### src/rtl/ped_walk_panel_pkg.sv
// Shared types for the pedestrian walk panel: panel FSM states and the
// controller's phase codes, which the traffic light controller also uses.
package ped_walk_panel_pkg;

    typedef enum logic [1:0] {
        IDLE  = 2'd0,
        WAIT  = 2'd1,
        WALK  = 2'd2,
        CLEAR = 2'd3
    } ped_state_t;

    // Controller phase codes; the two all-red codes bracket each road's green.
    typedef enum logic [2:0] {
        PH_MAIN_GREEN  = 3'd0,
        PH_MAIN_YELLOW = 3'd1,
        PH_ALL_RED_A   = 3'd2,
        PH_SIDE_GREEN  = 3'd3,
        PH_SIDE_YELLOW = 3'd4,
        PH_ALL_RED_B   = 3'd5
    } ctrl_phase_t;

endpackage

### src/rtl/ped_walk_panel_debounce.sv
// Single push-button debouncer: accepts a new level only after it has been
// stable for DEB_CYC consecutive samples, and pulses rise on an accepted press.
module btn_debounce #(
    parameter int DEB_CYC = 4,
    parameter int CNT_W   = 8
) (
    input  logic clk,
    input  logic rst,
    input  logic raw,
    output logic deb,
    output logic rise
);

    logic [CNT_W-1:0] cnt;
    logic             settle;

    assign settle = (raw != deb) && (cnt == CNT_W'(DEB_CYC - 1));

    // Any sample that agrees with the accepted level restarts the count.
    always_ff @(posedge clk) begin
        if (rst) begin
            cnt  <= '0;
            deb  <= 1'b0;
            rise <= 1'b0;
        end else begin
            rise <= settle && raw;
            if (raw == deb) begin
                cnt <= '0;
            end else if (settle) begin
                cnt <= '0;
                deb <= raw;
            end else begin
                cnt <= cnt + 1'b1;
            end
        end
    end

endmodule

### src/rtl/ped_walk_panel.sv
// Pedestrian side of the walk-request interface: holds debounced walk requests
// and drives the WALK / DONT_WALK lamps from the controller's all-red phase.
module ped_walk_panel
    import ped_walk_panel_pkg::*;
#(
    parameter int DEB_CYC   = 4,
    parameter int WALK_CYC  = 3,
    parameter int FLASH_CYC = 2,
    parameter int CNT_W     = 8
) (
    input  logic             clk,
    input  logic             rst,
    input  logic [3:0]       btn,
    input  logic             main_R,
    input  logic             side_R,
    input  logic             w_s,
    output logic [3:0]       wlk,
    output logic             ped_walk,
    output logic             ped_dont,
    output logic             wait_lmp,
    output logic [CNT_W-1:0] walk_cnt,
    output logic             abort
);

    ped_state_t       state, state_n;
    logic [3:0]       rise;
    logic [3:0]       deb_unused;
    logic             all_red, all_red_d, all_red_rise;
    logic [3:0]       wlk_n;
    logic [CNT_W-1:0] cnt_n;
    logic             walk_n, dont_n, abort_n;

    for (genvar i = 0; i < 4; i++) begin : g_deb
        btn_debounce #(
            .DEB_CYC(DEB_CYC),
            .CNT_W  (CNT_W)
        ) u_deb (
            .clk (clk),
            .rst (rst),
            .raw (btn[i]),
            .deb (deb_unused[i]),
            .rise(rise[i])
        );
    end

    assign all_red      = main_R & side_R;
    assign all_red_rise = all_red & ~all_red_d;

    // Lamps and counter are computed for the state being entered, then registered.
    always_comb begin
        state_n = state;
        wlk_n   = wlk | rise;
        cnt_n   = walk_cnt;
        walk_n  = 1'b0;
        dont_n  = 1'b1;
        abort_n = 1'b0;
        case (state)
            IDLE: begin
                if (|wlk) state_n = WAIT;
            end
            WAIT: begin
                if (all_red_rise) begin
                    state_n = WALK;
                    wlk_n   = '0;
                    cnt_n   = CNT_W'(WALK_CYC + FLASH_CYC);
                    walk_n  = 1'b1;
                    dont_n  = 1'b0;
                end
            end
            WALK: begin
                if (!all_red) begin
                    state_n = IDLE;
                    cnt_n   = '0;
                    abort_n = 1'b1;
                end else begin
                    cnt_n = walk_cnt - 1'b1;
                    if (cnt_n == CNT_W'(FLASH_CYC)) begin
                        state_n = CLEAR;
                    end else begin
                        walk_n = 1'b1;
                        dont_n = 1'b0;
                    end
                end
            end
            CLEAR: begin
                if (!all_red) begin
                    state_n = IDLE;
                    cnt_n   = '0;
                    abort_n = 1'b1;
                end else begin
                    cnt_n = walk_cnt - 1'b1;
                    if (cnt_n == '0) begin
                        state_n = (|wlk) ? WAIT : IDLE;
                    end else begin
                        dont_n = ~ped_dont;
                    end
                end
            end
        endcase
    end

    always_ff @(posedge clk) begin
        if (rst) begin
            state     <= IDLE;
            wlk       <= '0;
            ped_walk  <= 1'b0;
            ped_dont  <= 1'b1;
            wait_lmp  <= 1'b0;
            walk_cnt  <= '0;
            abort     <= 1'b0;
            all_red_d <= 1'b0;
        end else begin
            state     <= state_n;
            wlk       <= wlk_n;
            ped_walk  <= walk_n;
            ped_dont  <= dont_n;
            wait_lmp  <= (|wlk) | w_s;
            walk_cnt  <= cnt_n;
            abort     <= abort_n;
            all_red_d <= all_red;
        end
    end

endmodule

### config.mk
export PLATFORM = sky130hd
export DESIGN_NAME = ped_walk_panel
export DESIGN_NICKNAME = d
export VERILOG_FILES = /design/src/rtl/ped_walk_panel_pkg.sv /design/src/rtl/ped_walk_panel_debounce.sv /design/src/rtl/ped_walk_panel.sv
export SDC_FILE = /design/constraint.sdc
export NUM_CORES = 1
export LEC_CHECK = 0
export ABC_AREA = 1
export CAP_MARGIN = 20
export CELL_PAD_IN_SITES_DETAIL_PLACEMENT = 1
export CELL_PAD_IN_SITES_GLOBAL_PLACEMENT = 1
export CORE_MARGIN = 1.5
export CORE_UTILIZATION = 39
export CTS_BUF_LIST = sky130_fd_sc_hd__clkbuf_2 sky130_fd_sc_hd__clkbuf_4 sky130_fd_sc_hd__clkbuf_8
export DETAILED_ROUTE_END_ITERATION = 12
export PLACE_DENSITY_LB_ADDON = 0.05
export SLEW_MARGIN = 20
export SYNTH_ARGS = -nofsm -noshare
export SYNTH_HDL_FRONTEND = slang
export SYNTH_SLANG_ARGS = --single-unit
### constraint.sdc
create_clock -name clk -period 1.4 [get_ports clk]
set_input_delay 0.21 -clock clk [delete_from_list [all_inputs] [get_ports clk]]
set_output_delay 0.21 -clock clk [all_outputs]
set_load 0.005 [all_outputs]
==> run_results.csv <==
group,metric,value,unit
synthesis,synth_enable_flop_cells,0,
worst_setup_path,cp.buffers_inverters,2,
worst_setup_path,worst_r2r_startpoint,"walk_cnt[1]",
final_layout,multi_input_area,1740,µm²
clock_network,number_of_clock_sinks,59,
clock_network,clk_root_buffer_cell,"clkbuf_8",
final_layout,layout.area.seq,1220,µm²
synthesis,synth-adder-area-share,5.16,%
detailed_routing,wl_met3,181,µm
worst_setup_path,cp_common_cell,"nand3_4",
clock_network,cts_max_path_buffers,2,
clock_network,clkTransAtPathRegs,0.07,ns
clock_network,cts_buffers,9,
run_status,run_status,"finished with violations",
die,die_x_extent,85.7,µm
detailed_routing,drtIter0Drc,65,
power,seq_power_share,35.7,%
worst_setup_path,critical_path.endpoint_type,"flip-flop",
detailed_routing,top_signal_layer_used,"met4",
die,num_rows,29,
synthesis,yosysTopAreaCellShare,44.3,%
worst_setup_path,criticalPathCategory,"reg2reg",
detailed_routing,drt-total-wl,8630,µm
sta,finalCritPeriodShare,116,%
die,die_area,7340,µm²
worst_setup_path,critical_path.top_delay_family,"simple AND/OR/NAND/NOR gates",
synthesis,synthArstFlopShare,0,%
power,sw_frac_of_total,30.4,%
detailed_routing,wl_per_cell,16.7,µm
worst_setup_path,r2r.worst_path.cells,11,
hold_path,hold_path.class,"reg2reg",
synthesis,main_combinational_cell_family_by_area_after_synthesis,"simple AND/OR/NAND/NOR gates",
grt,number_of_antenna_violations_at_the_first_check_in_global_routing,0,
sta,rsz_0062_raised_after_global_routing,"yes",
synthesis,yosys.cell_count.top_type,"dfxtp_1",
worst_setup_path,r2r_setup_slack,-0.22,ns
sta,hold_violations,0,
sta,final_period_minus_worst_setup_slack,1.62,ns
sta,worst_slew_pin_slew,0.401,ns
place,post-dp-hpwl,4890,µm
synthesis,synth_sequential_area_ratio,44.3,%
synthesis,synth.net_count,364,
power,clock_power_share,36.8,%
final_layout,antenna_cells,0,
sta,f_max,0.617,GHz
worst_setup_path,critPathLaunch,"walk_cnt[1]",
worst_setup_path,arrival,1.89,ns
sta,final_sum_of_negative_setup_slack,-1.78,ns
run,drv_cap,0,
detailed_routing,wl_met1,3620,µm
die,floorplan.initialDensity,41.1,%
die,std_cell_core_area,6490,µm²
synthesis,synthesis.area_per_instance,7.75,µm²
final_layout,utilization,63.9,%
synthesis,ys_dominant_reg_cell,"dfxtp_1",
final_layout,final_layout_size_suffix_gt1_share,42.8,%
synthesis,leading_post_synthesis_cells_by_instance_count,"dfxtp_1 (59), nor2_1 (54), nand2_1 (50)",
synthesis,post_synth_instance_area,2670,µm²
hold_path,hp-start,"g_deb[1].u_deb.rise",
worst_setup_path,r2r-end,"state[0]",
worst_setup_path,cpMaxStageDelayCell,"dfxtp_4",
place,globalplace.congestion,0.805,
clock_network,holdBufCountCts,0,
hold_path,min_path_cells,2,
clock_network,htreeDepth,3,
grt,aggregate_global_route_resource_usage,22.4,%
grt,grt_remaining_overflow,0,
synthesis,synth.yosys.warnings,0,
grt,wire_length_of_the_first_global_routing_pass,12800,µm
synthesis,synth.mux.area_fraction,0,%
detailed_routing,routed_via_density,5.03,
synthesis,synth.ff_latch_count,59,
final_layout,fill_cells,738,
sta,endpoints_failing_setup,22,
sta,final_slew_violations,0,
detailed_routing,wl_met2,4660,µm
detailed_routing,antenna_violating_nets_left,0,
clock_network,cts_tree,"done",
run_status,failed_checks,"setup timing",
power,p_leak,1.62,nW
synthesis,synth_largest_area_cell,"dfxtp_1",
die,die-height,85.7,µm
synthesis,post_synth_num_cell_types,32,
final_layout,syn2layout_area_growth,55.7,%
synthesis,synth_compound_area_share,7.46,%
worst_setup_path,path_max_fanout,4,
worst_setup_path,cp_data_required_time,1.67,ns
power,comb_power_share,27.5,%
final_layout,finalNetCount,455,
grt,grt_pass1_vias,2728,
clock_network,worstSkewPairLatency,0.35,ns
worst_setup_path,setup.worst_path.start_class,"flip-flop",
synthesis,post_synth_xor_area_fraction,4.60,%
place,placement.io_buffers,24,
detailed_routing,routed-via-count,2598,
sta,slew_headroom,73.0,%
grt,grt_max_degree,11,
power,peakVddDrop,0.903,mV
die,boundaryPins,25,
worst_setup_path,crit_path_max_incr_delay,0.38,ns
power,power.switching,1.56,mW
synthesis,synth_area_leaders,"dfxtp_1 (44%), nor2_1 (7.6%), nand2_1 (7.0%), inv_1 (6.5%), ha_1 (5.2%)",
hold_path,min_delay_worst_endpoint,"wlk[1]",
worst_setup_path,timing.critical_path.cells,"inv_4 -> ha_4 -> xnor2_4 -> nand3_4 -> nor2_4 -> nand3_4 -> nand2_4 -> nand3_2 -> nand2_1 -> inv_1 -> nor2_2",
sta,postLayoutSetupSlackWorst,-0.222,ns
detailed_routing,first_pass_iters,4,
synthesis,basic_gate_share_of_the_synthesized_area_counting_and_or_nand_and_nor_cells,31.3,%
sta,worst_case_clock_skew,0.0104,ns
power,power.density,1240,nW/µm²
power,internal-power,3.57,mW
synthesis,post_synthesis_cell_count,344,
detailed_routing,detail_route.drc_violations,0,
[flip-flops by register name, indices dropped and copies added (netlist names), 2 cells and up]
signal            count
g_deb.u_deb.cnt      32
g_deb.u_deb.deb       4
g_deb.u_deb.rise      4
state                 2
walk_cnt              8
wlk                   4
[power by group through the flow]
stage / registers [mW] / clock network, mW / logic [mW]
after detailed placement: 1.84 / 0 / 1.13
after global routing: 1.84 / 1.99 / 1.53
after CTS: 1.82 / 1.89 / 1.25
after global placement: 1.84 / 0 / 1.10
after floorplan: 1.84 / 0 / 0.630
final: 1.83 / 1.89 / 1.41
[worst max-delay path by stage]
stage | endpoint | slack [ns] | cells past startpoint
finish | state[0] | -0.22 | 11
global route | state[0] | -0.29 | 10
CTS | state[0] | -0.22 | 12
detailed placement | walk_cnt[7] | -0.28 | 9
global placement | walk_cnt[7] | -0.21 | 9
floorplan | g_deb[2].u_deb.deb | -0.005 | 6
[tightest hold or removal path, delay by kind of cell, from the launching register on]
family / cells / cell delay [ns]
DFF: 1 / 0.32
and+or+nand+nor: 2 / 0.12
[cell families (layout without fill, tap and decap cells)]
family          after synthesis  count (layout)
simple gates                177             177
flops                        59              59
buf+inv                      50             145
compound gates               33              33
xor+xnor                     14              14
fa+ha+maj                    11              11
[final cells by class]
cell class	count	share of cell area, %
clock buffer	9	2.98
clock inverter	6	2.53
inverter	48	4.52
multi-input combinational	235	41.9
sequential	59	29.4
tap	77	2.32
timing repair buffer	82	16.3
[layout by cell type, fill, tap and decap left out, types with 2 or more instances in the layout]
cell type        netlist  routed
clkinv_2               0       3
nor3_4                 1       5
nand3_1               22       7
or2_4                  0       3
o21ai_0                4       3
a21oi_1               20      15
nand2_1               50      46
nand4_1                5       5
buf_6                  0       3
a21oi_2                1       5
dlygate4sd2_1          0      12
ha_4                   0       5
nor4_1                 2       2
dfxtp_1               59      37
nand2_2                4       7
clkbuf_8               0       9
dfxtp_2                0      17
nor3_1                17       7
nor3b_2                0       5
nand3_4                0       8
xor2_1                 7       7
nor2_4                 1       7
dlymetal6s2s_1         0       2
bufinv_16              0       3
inv_2                  0       3
nand3_2                2       9
buf_4                  0      55
nand2_4                1       2
inv_1                 46      41
nor2_2                 6      14
clkdlybuf4s50_1        0      10
inv_4                  1       3
ha_1                  11       5
nor3_2                 0       6
dfxtp_4                0       5
xnor2_1                7       6
a31o_2                 5       4
nor2_1                54      40
[per-layer routing]
layer | track usage (%) | up-vias
li1 | - | 1293
met4 | 9.09 | 0
met3 | 4.14 | 16
met5 | 0 | -
met2 | 40.5 | 38
met1 | 26.1 | 1251
[per-stage QoR]
| step | setup slack [ns] | hold slack (ns) | std cells | power [mW] | instance area [µm²] |
|---|---|---|---|---|---|
| 3_5_place_dp | -0.278 | 0.446 | 487 | 2.97 | 3370 |
| 4_1_cts | -0.219 | 0.454 | 511 | 4.95 | 3860 |
| 3_3_place_gp | -0.209 | 0.434 | 487 | 2.93 | 3370 |
| 6_report | -0.222 | 0.473 | 516 | 5.14 | 4150 |
| 2_1_floorplan | -0.00468 | 0.340 | 344 | 2.47 | 2710 |
| 5_1_grt | -0.286 | 0.474 | 516 | 5.36 | 4150 |
[repair_timing]
action,CTS,global route
buffers inserted,9,6
gates resized for setup,75,57
setup endpoints to repair,66,55
pin swaps,20,32
No activity file was read; power rests on OpenSTA's default activity.
